### src/rtl/multicycle_control_fsm.sv
// Main control sequencer for a multi-cycle RV32I datapath.
// Walks each instruction through fetch/decode/execute/memory/writeback,
// drives the datapath selects and write enables, handshakes with memory
// through mem_ready and counts retired instructions.
module multicycle_control_fsm #(
    parameter int COUNT_W = 32
) (
    input  logic               clk,
    input  logic               reset,
    input  logic [6:0]         op,
    input  logic               zero,
    input  logic               mem_ready,
    output logic               PCWrite,
    output logic               AdrSrc,
    output logic               MemWrite,
    output logic               mem_req,
    output logic               IRWrite,
    output logic [1:0]         ResultSrc,
    output logic [1:0]         ALUSrcA,
    output logic [1:0]         ALUSrcB,
    output logic [1:0]         ALUOp,
    output logic [1:0]         ImmSrc,
    output logic               RegWrite,
    output logic               illegal,
    output logic [3:0]         state,
    output logic [COUNT_W-1:0] instr_count
);

    localparam logic [3:0] S_FETCH    = 4'd0;
    localparam logic [3:0] S_DECODE   = 4'd1;
    localparam logic [3:0] S_MEMADR   = 4'd2;
    localparam logic [3:0] S_MEMREAD  = 4'd3;
    localparam logic [3:0] S_MEMWB    = 4'd4;
    localparam logic [3:0] S_MEMWRITE = 4'd5;
    localparam logic [3:0] S_EXECR    = 4'd6;
    localparam logic [3:0] S_ALUWB    = 4'd7;
    localparam logic [3:0] S_EXECI    = 4'd8;
    localparam logic [3:0] S_JAL      = 4'd9;
    localparam logic [3:0] S_BEQ      = 4'd10;

    localparam logic [6:0] OP_LW  = 7'b0000011;
    localparam logic [6:0] OP_SW  = 7'b0100011;
    localparam logic [6:0] OP_R   = 7'b0110011;
    localparam logic [6:0] OP_I   = 7'b0010011;
    localparam logic [6:0] OP_BEQ = 7'b1100011;
    localparam logic [6:0] OP_JAL = 7'b1101111;

    logic [3:0]         state_q;
    logic [3:0]         state_d;
    logic [COUNT_W-1:0] instr_count_q;
    logic [COUNT_W-1:0] instr_count_d;
    logic               retire;
    logic [3:0]         dec_state;

    // State register and retired-instruction counter; reset aborts any instruction.
    always_ff @(posedge clk) begin
        if (reset) begin
            state_q       <= S_FETCH;
            instr_count_q <= '0;
        end else begin
            state_q       <= state_d;
            instr_count_q <= instr_count_d;
        end
    end

    // Next-state logic; unused encodings fall back to FETCH.
    always_comb begin
        state_d = S_FETCH;
        case (state_q)
            S_FETCH:    state_d = mem_ready ? S_DECODE : S_FETCH;
            S_DECODE: begin
                case (op)
                    OP_LW, OP_SW: state_d = S_MEMADR;
                    OP_R:         state_d = S_EXECR;
                    OP_I:         state_d = S_EXECI;
                    OP_BEQ:       state_d = S_BEQ;
                    OP_JAL:       state_d = S_JAL;
                    default:      state_d = S_FETCH;
                endcase
            end
            S_MEMADR:   state_d = (op == OP_SW) ? S_MEMWRITE : S_MEMREAD;
            S_MEMREAD:  state_d = mem_ready ? S_MEMWB : S_MEMREAD;
            S_MEMWB:    state_d = S_FETCH;
            S_MEMWRITE: state_d = mem_ready ? S_FETCH : S_MEMWRITE;
            S_EXECR:    state_d = S_ALUWB;
            S_EXECI:    state_d = S_ALUWB;
            S_ALUWB:    state_d = S_FETCH;
            S_JAL:      state_d = S_ALUWB;
            S_BEQ:      state_d = S_FETCH;
            default:    state_d = S_FETCH;
        endcase
    end

    // An instruction retires when one of its final states hands back to FETCH.
    always_comb begin
        retire = 1'b0;
        if (state_d == S_FETCH) begin
            case (state_q)
                S_MEMWB, S_MEMWRITE, S_ALUWB, S_BEQ: retire = 1'b1;
                default:                             retire = 1'b0;
            endcase
        end
        instr_count_d = retire ? (instr_count_q + COUNT_W'(1)) : instr_count_q;
    end

    // Output decode; while reset is held the FETCH selects are shown with all enables off.
    always_comb begin
        PCWrite   = 1'b0;
        AdrSrc    = 1'b0;
        MemWrite  = 1'b0;
        mem_req   = 1'b0;
        IRWrite   = 1'b0;
        ResultSrc = 2'b00;
        ALUSrcA   = 2'b00;
        ALUSrcB   = 2'b00;
        ALUOp     = 2'b00;
        ImmSrc    = 2'b00;
        RegWrite  = 1'b0;
        illegal   = 1'b0;
        dec_state = reset ? S_FETCH : state_q;
        case (dec_state)
            S_FETCH: begin
                mem_req   = 1'b1;
                ALUSrcB   = 2'b10;
                ResultSrc = 2'b10;
                IRWrite   = mem_ready;
                PCWrite   = mem_ready;
            end
            S_DECODE: begin
                ALUSrcA = 2'b01;
                ALUSrcB = 2'b01;
                ImmSrc  = 2'b10;
                case (op)
                    OP_LW, OP_SW, OP_R, OP_I, OP_BEQ, OP_JAL: illegal = 1'b0;
                    default:                                  illegal = 1'b1;
                endcase
            end
            S_MEMADR: begin
                ALUSrcA = 2'b10;
                ALUSrcB = 2'b01;
                ImmSrc  = (op == OP_SW) ? 2'b01 : 2'b00;
            end
            S_MEMREAD: begin
                mem_req = 1'b1;
                AdrSrc  = 1'b1;
            end
            S_MEMWB: begin
                ResultSrc = 2'b01;
                RegWrite  = 1'b1;
            end
            S_MEMWRITE: begin
                mem_req  = 1'b1;
                MemWrite = 1'b1;
                AdrSrc   = 1'b1;
            end
            S_EXECR: begin
                ALUSrcA = 2'b10;
                ALUOp   = 2'b10;
            end
            S_EXECI: begin
                ALUSrcA = 2'b10;
                ALUSrcB = 2'b01;
                ALUOp   = 2'b10;
            end
            S_ALUWB: begin
                RegWrite = 1'b1;
            end
            S_BEQ: begin
                ALUSrcA = 2'b10;
                ALUOp   = 2'b01;
                PCWrite = zero;
            end
            S_JAL: begin
                ALUSrcA = 2'b01;
                ALUSrcB = 2'b10;
                ImmSrc  = 2'b11;
                PCWrite = 1'b1;
            end
            default: begin
                PCWrite = 1'b0;
            end
        endcase
        if (reset) begin
            PCWrite  = 1'b0;
            IRWrite  = 1'b0;
            MemWrite = 1'b0;
            RegWrite = 1'b0;
            mem_req  = 1'b0;
            illegal  = 1'b0;
        end
    end

    assign state       = state_q;
    assign instr_count = instr_count_q;

endmodule

### config.mk
export PLATFORM = sky130hd
export DESIGN_NAME = multicycle_control_fsm
export DESIGN_NICKNAME = d
export VERILOG_FILES = /design/src/rtl/multicycle_control_fsm.sv
export SDC_FILE = /design/constraint.sdc
export NUM_CORES = 1
export LEC_CHECK = 0
export ABC_AREA = 1
export CORE_MARGIN = 5
export CORE_UTILIZATION = 35
export CTS_BUF_LIST = sky130_fd_sc_hd__clkbuf_4 sky130_fd_sc_hd__clkbuf_8 sky130_fd_sc_hd__clkbuf_16
export CTS_CLUSTER_SIZE = 8
export DETAILED_ROUTE_END_ITERATION = 12
export PLACE_DENSITY = 0.6
export SYNTH_ARGS = -nofsm -noshare
export SYNTH_HDL_FRONTEND = slang
export SYNTH_SLANG_ARGS = --single-unit
### constraint.sdc
create_clock -name clk -period 1.5 [get_ports clk]
set_input_delay 0.3 -clock clk [delete_from_list [all_inputs] [get_ports clk]]
set_output_delay 0.3 -clock clk [all_outputs]
set_load 0.05 [all_outputs]
# [Yosys cells after proc, flatten, opt, wreduce, memory -nomap -nowiden]
# Index checks and enable logic that the tools add are counted.
[word_totals] regBits=36 in_bits=11 output_inout_bits=53 elab_cells=73
[classes] n_addsub=1 eq_ne=26 mux=29 reduce_logical=15
[op_table] op="$add 32x1->32 const B" n=1
[op_table] op="$eq 4x3->1 const B" n=8
[op_table] op="$eq 4x4->1 const B" n=6
[op_table] op="$pmux 4 s6" n=1
[op_table] op="$pmux 4 s5" n=1
[op_table] op="$mux 1" n=17
[op_table] op="$eq 4x2->1 const B" n=4
[op_table] op="$pmux 2 s2" n=4
[op_table] op="$eq 7x6->1 const B" n=2
[op_table] op="$eq 7x7->1 const B" n=2
[op_table] op="$logic_not 4->1" n=3
[op_table] op="$reduce_or 2->1" n=6
[op_table] op="$mux 3" n=3
[op_table] op="$reduce_or 3->1" n=3
[op_table] op="$eq 4x1->1 const B" n=2
[op_table] op="$reduce_or 4->1" n=2
[op_table] op="$eq 7x2->1 const B" n=1
[op_table] op="$eq 7x5->1 const B" n=1
[op_table] op="$pmux 2 s3" n=1
[op_table] op="$reduce_or 6->1" n=1
[op_table] op="$mux 4" n=1
[op_table] op="$pmux 1 s3" n=1

# [Longest topological paths before layout]
# Gate-level depths: netlist (run 1).
[logic_depth] depth_word=6 ltp_mapped=10 depth_no_buf=10

# [Worst setup path before layout (run 1)]
# OpenSTA, ideal clock, no wires.
[synth_timing] path_kind="register to output" from="reg state_q[2] (netlist: state[2])" to="out mem_req" arrival_ns=2.663 required_time_ns=1.200 slack_ns=-1.463 path_stages_with_launch=7 n_path_buf=0 path_cell_list="dfxtp_1 > nand2_1 > nor2_1 > inv_1 > nor2_1 > inv_1 > a31oi_1"
[synth_between] elab_chain_len=5 word_cells_on_any_way=7 classes_between="eq/ne: 2; mux: 3; reduce/logical: 2"
[synth_rtl] element="from (decl)" line="48" rtl="logic [3:0] state_q;"
[synth_rtl] element="from (signal assigned)" line="61" rtl="state_q <= state_d;"
[synth_rtl] element="$mux 4 (*)" line="120" rtl="dec_state = reset ? S_FETCH : state_q;"
[synth_rtl] element="$eq 4x3->1, or another cell as far along" line="121" rtl="case (dec_state)"
[synth_rtl] element="$reduce_or 3->1 (no line) (*)"
[synth_rtl] element="$mux 1 (*)" line="121"
[synth_rtl] element="$mux 1 (*)" line="183" rtl="if (reset) begin"
[synth_rtl] element="to (decl)" line="16" rtl="output logic mem_req,"
# Mark *: on every way between the ends. The rest lies on a longest branch, timed or not.

# [Final worst setup path (run 1)]
[layout_timing] from="reg state_q[0] (netlist: state[0])" to="out ALUSrcB[0]"
[layout_between] elab_chain_len=4 word_cells_on_any_way=9 classes_between="eq/ne: 4; mux: 2; reduce/logical: 3"
[layout_rtl] element="$mux 4 (*)" line="120"
[layout_rtl] element="$eq 4x1->1, or another cell as far along" line="121"
[layout_rtl] element="$reduce_or 3->1 (no line) / $reduce_or 2->1 (equally long branches)"
[layout_rtl] element="$pmux 2 s2 (*)" line="121"
[layout_rtl] element="to (decl)" line="20" rtl="output logic [1:0] ALUSrcB,"
# Marked as above.

==> qor.csv, run 1 <==
metric;value;unit
status;complete, but fails checks;
violations;negative setup slack;
critPathCaptureType;output pin;
slew_headroom;0.745;
slowest_delay;0.39;ns
dp_worst_setup_slack;-0.414;ns
htree_levels;2;
wl_per_cell;16.0;um
antenna_found_initial;0;
slew_violations;0;
p_sw;606;uW
critPathKind;reg -> out;
multi_input_area;2340;sq um
synthDistinctLibCells;31;
synth-seq-cells;36;
synth_area;2780;sq um
syn-instance-count;454;
syn_avg_cell_area;6.11;sq um
arrival;1.63;ns
drt-initial-drc-count;269;
clockPowerShare;0.353;
viasPerCell;5.16;
grt-ovfl-total;0;
drv_cap;0;
dieArea;9810;sq um
fp.dieW;99.0;um
grt_pass1_wl;17600;um
diodes;0;
drive_gt1_frac;0.554;
p_sw_frac;0.288;
hold_viol_final;0;
post-route-period-util;1.28;
port_buffers;63;
p_per_area;370;nW/um^2
min_from;reset;
cts_tree;yes;
drc;0;
power.leakage;0.00225;uW
seq_area;759;sq um
fin_ws;-0.425;ns
finalCriticalPeriod;1.93;ns
ios;64;
area_delta_synth_final;105;%
vdd_ir_drop_max;0.000250;V
path_cells;inv_4 > nand2_8 > inv_6 > nand2_2 > o211ai_1 > clkbuf_16;
synth_nets;466;
dr.pass1.iters;5;
rr_startpoint;state[2]$_SDFF_PP0_;
power.share.sequential;0.453;
setup_viol;51;
clockRootBuffer;clkbuf_8;
fin_skew;0.00979;ns
tightestPinTransition;0.382;ns
crit_path_top_delay_cell;dfxtp_4;
clkSinkCount;36;
cts_made_buffers;5;
clk_path_buf_depth;2;
grt_pass1_vias;3674;
synthFlopType;dfxtp_1;
worstPathRequired;1.20;ns
yosys_warnings;0;
crit_start;state[0]$_SDFF_PP0_;
hpwlAfterDp;7730;um
clkLatencyLatePin;0.30;ns
die_h;99.0;um
path_clk_slew;0.08;ns
core.rowCount;32;
grt_max_degree;23;
final_common_cell;nand2_1;
synth_edf_count;0;
synth_seq_area_share;0.260;
final_cell_mix;nand2_1 (125), buf_4 (85), buf_12 (58), nor2_1 (54), nand2_2 (43);
async_flop_share;0;
ant_nets;0;
rsz0062_at_grt;yes;
num-fill-cells;566;
power;2110;uW
coreArea;7730;sq um
start_kind;flop;
num_vias;3748;
totalWireLength;11600;um
start_util;0.359;
hold_path_class;in -> reg;
layout.nets;636;
fmax;519;MHz
combPwrFrac;0.194;
cp_max_fo;5;
routabilityCongestion;0.941;
grtUsageTotal;0.221;
p_int;1500;uW
[synthesized netlist by cell type, types with 4 or more instances]
library cell	number	area share
a21oi_1	13	0.023
nor3_1	4	0.0072
o21ai_0	7	0.013
clkbuf_1	6	0.0081
nand2_1	164	0.22
dfxtp_1	36	0.26
inv_2	5	0.0068
nand2_2	22	0.050
a21oi_2	20	0.063
nand3_2	4	0.014
nor2_1	69	0.093
xnor2_1	7	0.022
nand3b_1	14	0.038
nand3_1	20	0.036
inv_1	31	0.042
[final cells by class]
type	instances	share of cell area
Clock buffer	7	0.0147
Clock inverter	1	0.000880
Inverter	37	0.0277
Multi-Input combinational cell	369	0.412
Sequential cell	36	0.134
Tap cell	102	0.0224
Timing Repair Buffer	175	0.388
[state kept, by name, indices dropped and copies added (netlist names)]
register / flops
instr_count: 32
state: 4
[worst max-delay path, delay by kind of cell, from the launching register on]
kind,cells,cell delay [ns]
AO/OA/AOI/OAI,1,0.35
flip-flops,1,0.39
AND/OR/NAND/NOR,2,0.15
buffers and inverters,3,0.43
[routing by layer]
| layer | part of all wire | track usage | wire length, um |
|---|---|---|---|
| met4 | 0.042 | 0.0788 | 484 |
| met2 | 0.50 | 0.392 | 5870 |
| met3 | 0.047 | 0.0361 | 550 |
| met1 | 0.41 | 0.268 | 4740 |
| met5 | 0 | 0 | 0 |
[power by group through the flow]
stage	Combinational [uW]	Clock [uW]	Sequential, uW
2_1_floorplan	152	0	983
4_1_cts	362	749	952
3_3_place_gp	322	0	975
6_report	408	744	953
5_1_grt	428	791	953
3_5_place_dp	326	0	975
[cell families after synthesis]
kind of cell | Yosys count | synth area share
fa+ha+maj | 1 | 0.00451
buf+inv | 49 | 0.0784
flops | 36 | 0.260
simple gates | 309 | 0.500
compound gates | 49 | 0.126
xor+xnor | 10 | 0.0316
[worst paths after layout]
kind                            cells after the start  slack, ns                           end
worst max-delay path                                6      -0.43                    ALUSrcB[0]
worst max register to register                     12      -0.41  instr_count[13]$_SDFFE_PP0P_
worst min-delay path                                5       0.47           state[2]$_SDFF_PP0_
worst min register to register                      2       0.50   instr_count[2]$_SDFFE_PP0P_
[what timing repair did]
item / CTS / global route
hold buffers: 0 / 0
pin swaps: 32 / 31
cloned: 4 / 1
buffers inserted: 27 / 8
endpoints found under the setup margin: 49 / 51
gates resized for setup: 84 / 50
[per-stage QoR]
step           utilization  instances  hold slack, ns  instance area [sq um]  setup TNS, ns
6_report             0.736        727           0.471                   5690         -14.27
5_1_grt              0.736        727           0.507                   5690         -18.17
4_1_cts              0.712        725           0.468                   5500         -14.60
3_5_place_dp         0.625        690           0.489                   4830         -14.61
3_3_place_gp         0.625        690           0.482                   4830         -12.90
2_1_floorplan            -        454           0.514                   2960          -3.07
Note: power is estimated with default switching activity, not from simulation.
==> inputs of run 2 (changes only) <==
--- a/config.mk
+++ b/config.mk
@@ -6,6 +6,7 @@
 export NUM_CORES = 1
 export LEC_CHECK = 0
 export ABC_AREA = 1
+export CAP_MARGIN = 15
 export CORE_MARGIN = 5
 export CORE_UTILIZATION = 35
 export CTS_BUF_LIST = sky130_fd_sc_hd__clkbuf_4 sky130_fd_sc_hd__clkbuf_8 sky130_fd_sc_hd__clkbuf_16
==> results of run 2 <==
The final DEF is identical to that of run 1; final timing and power are the same.
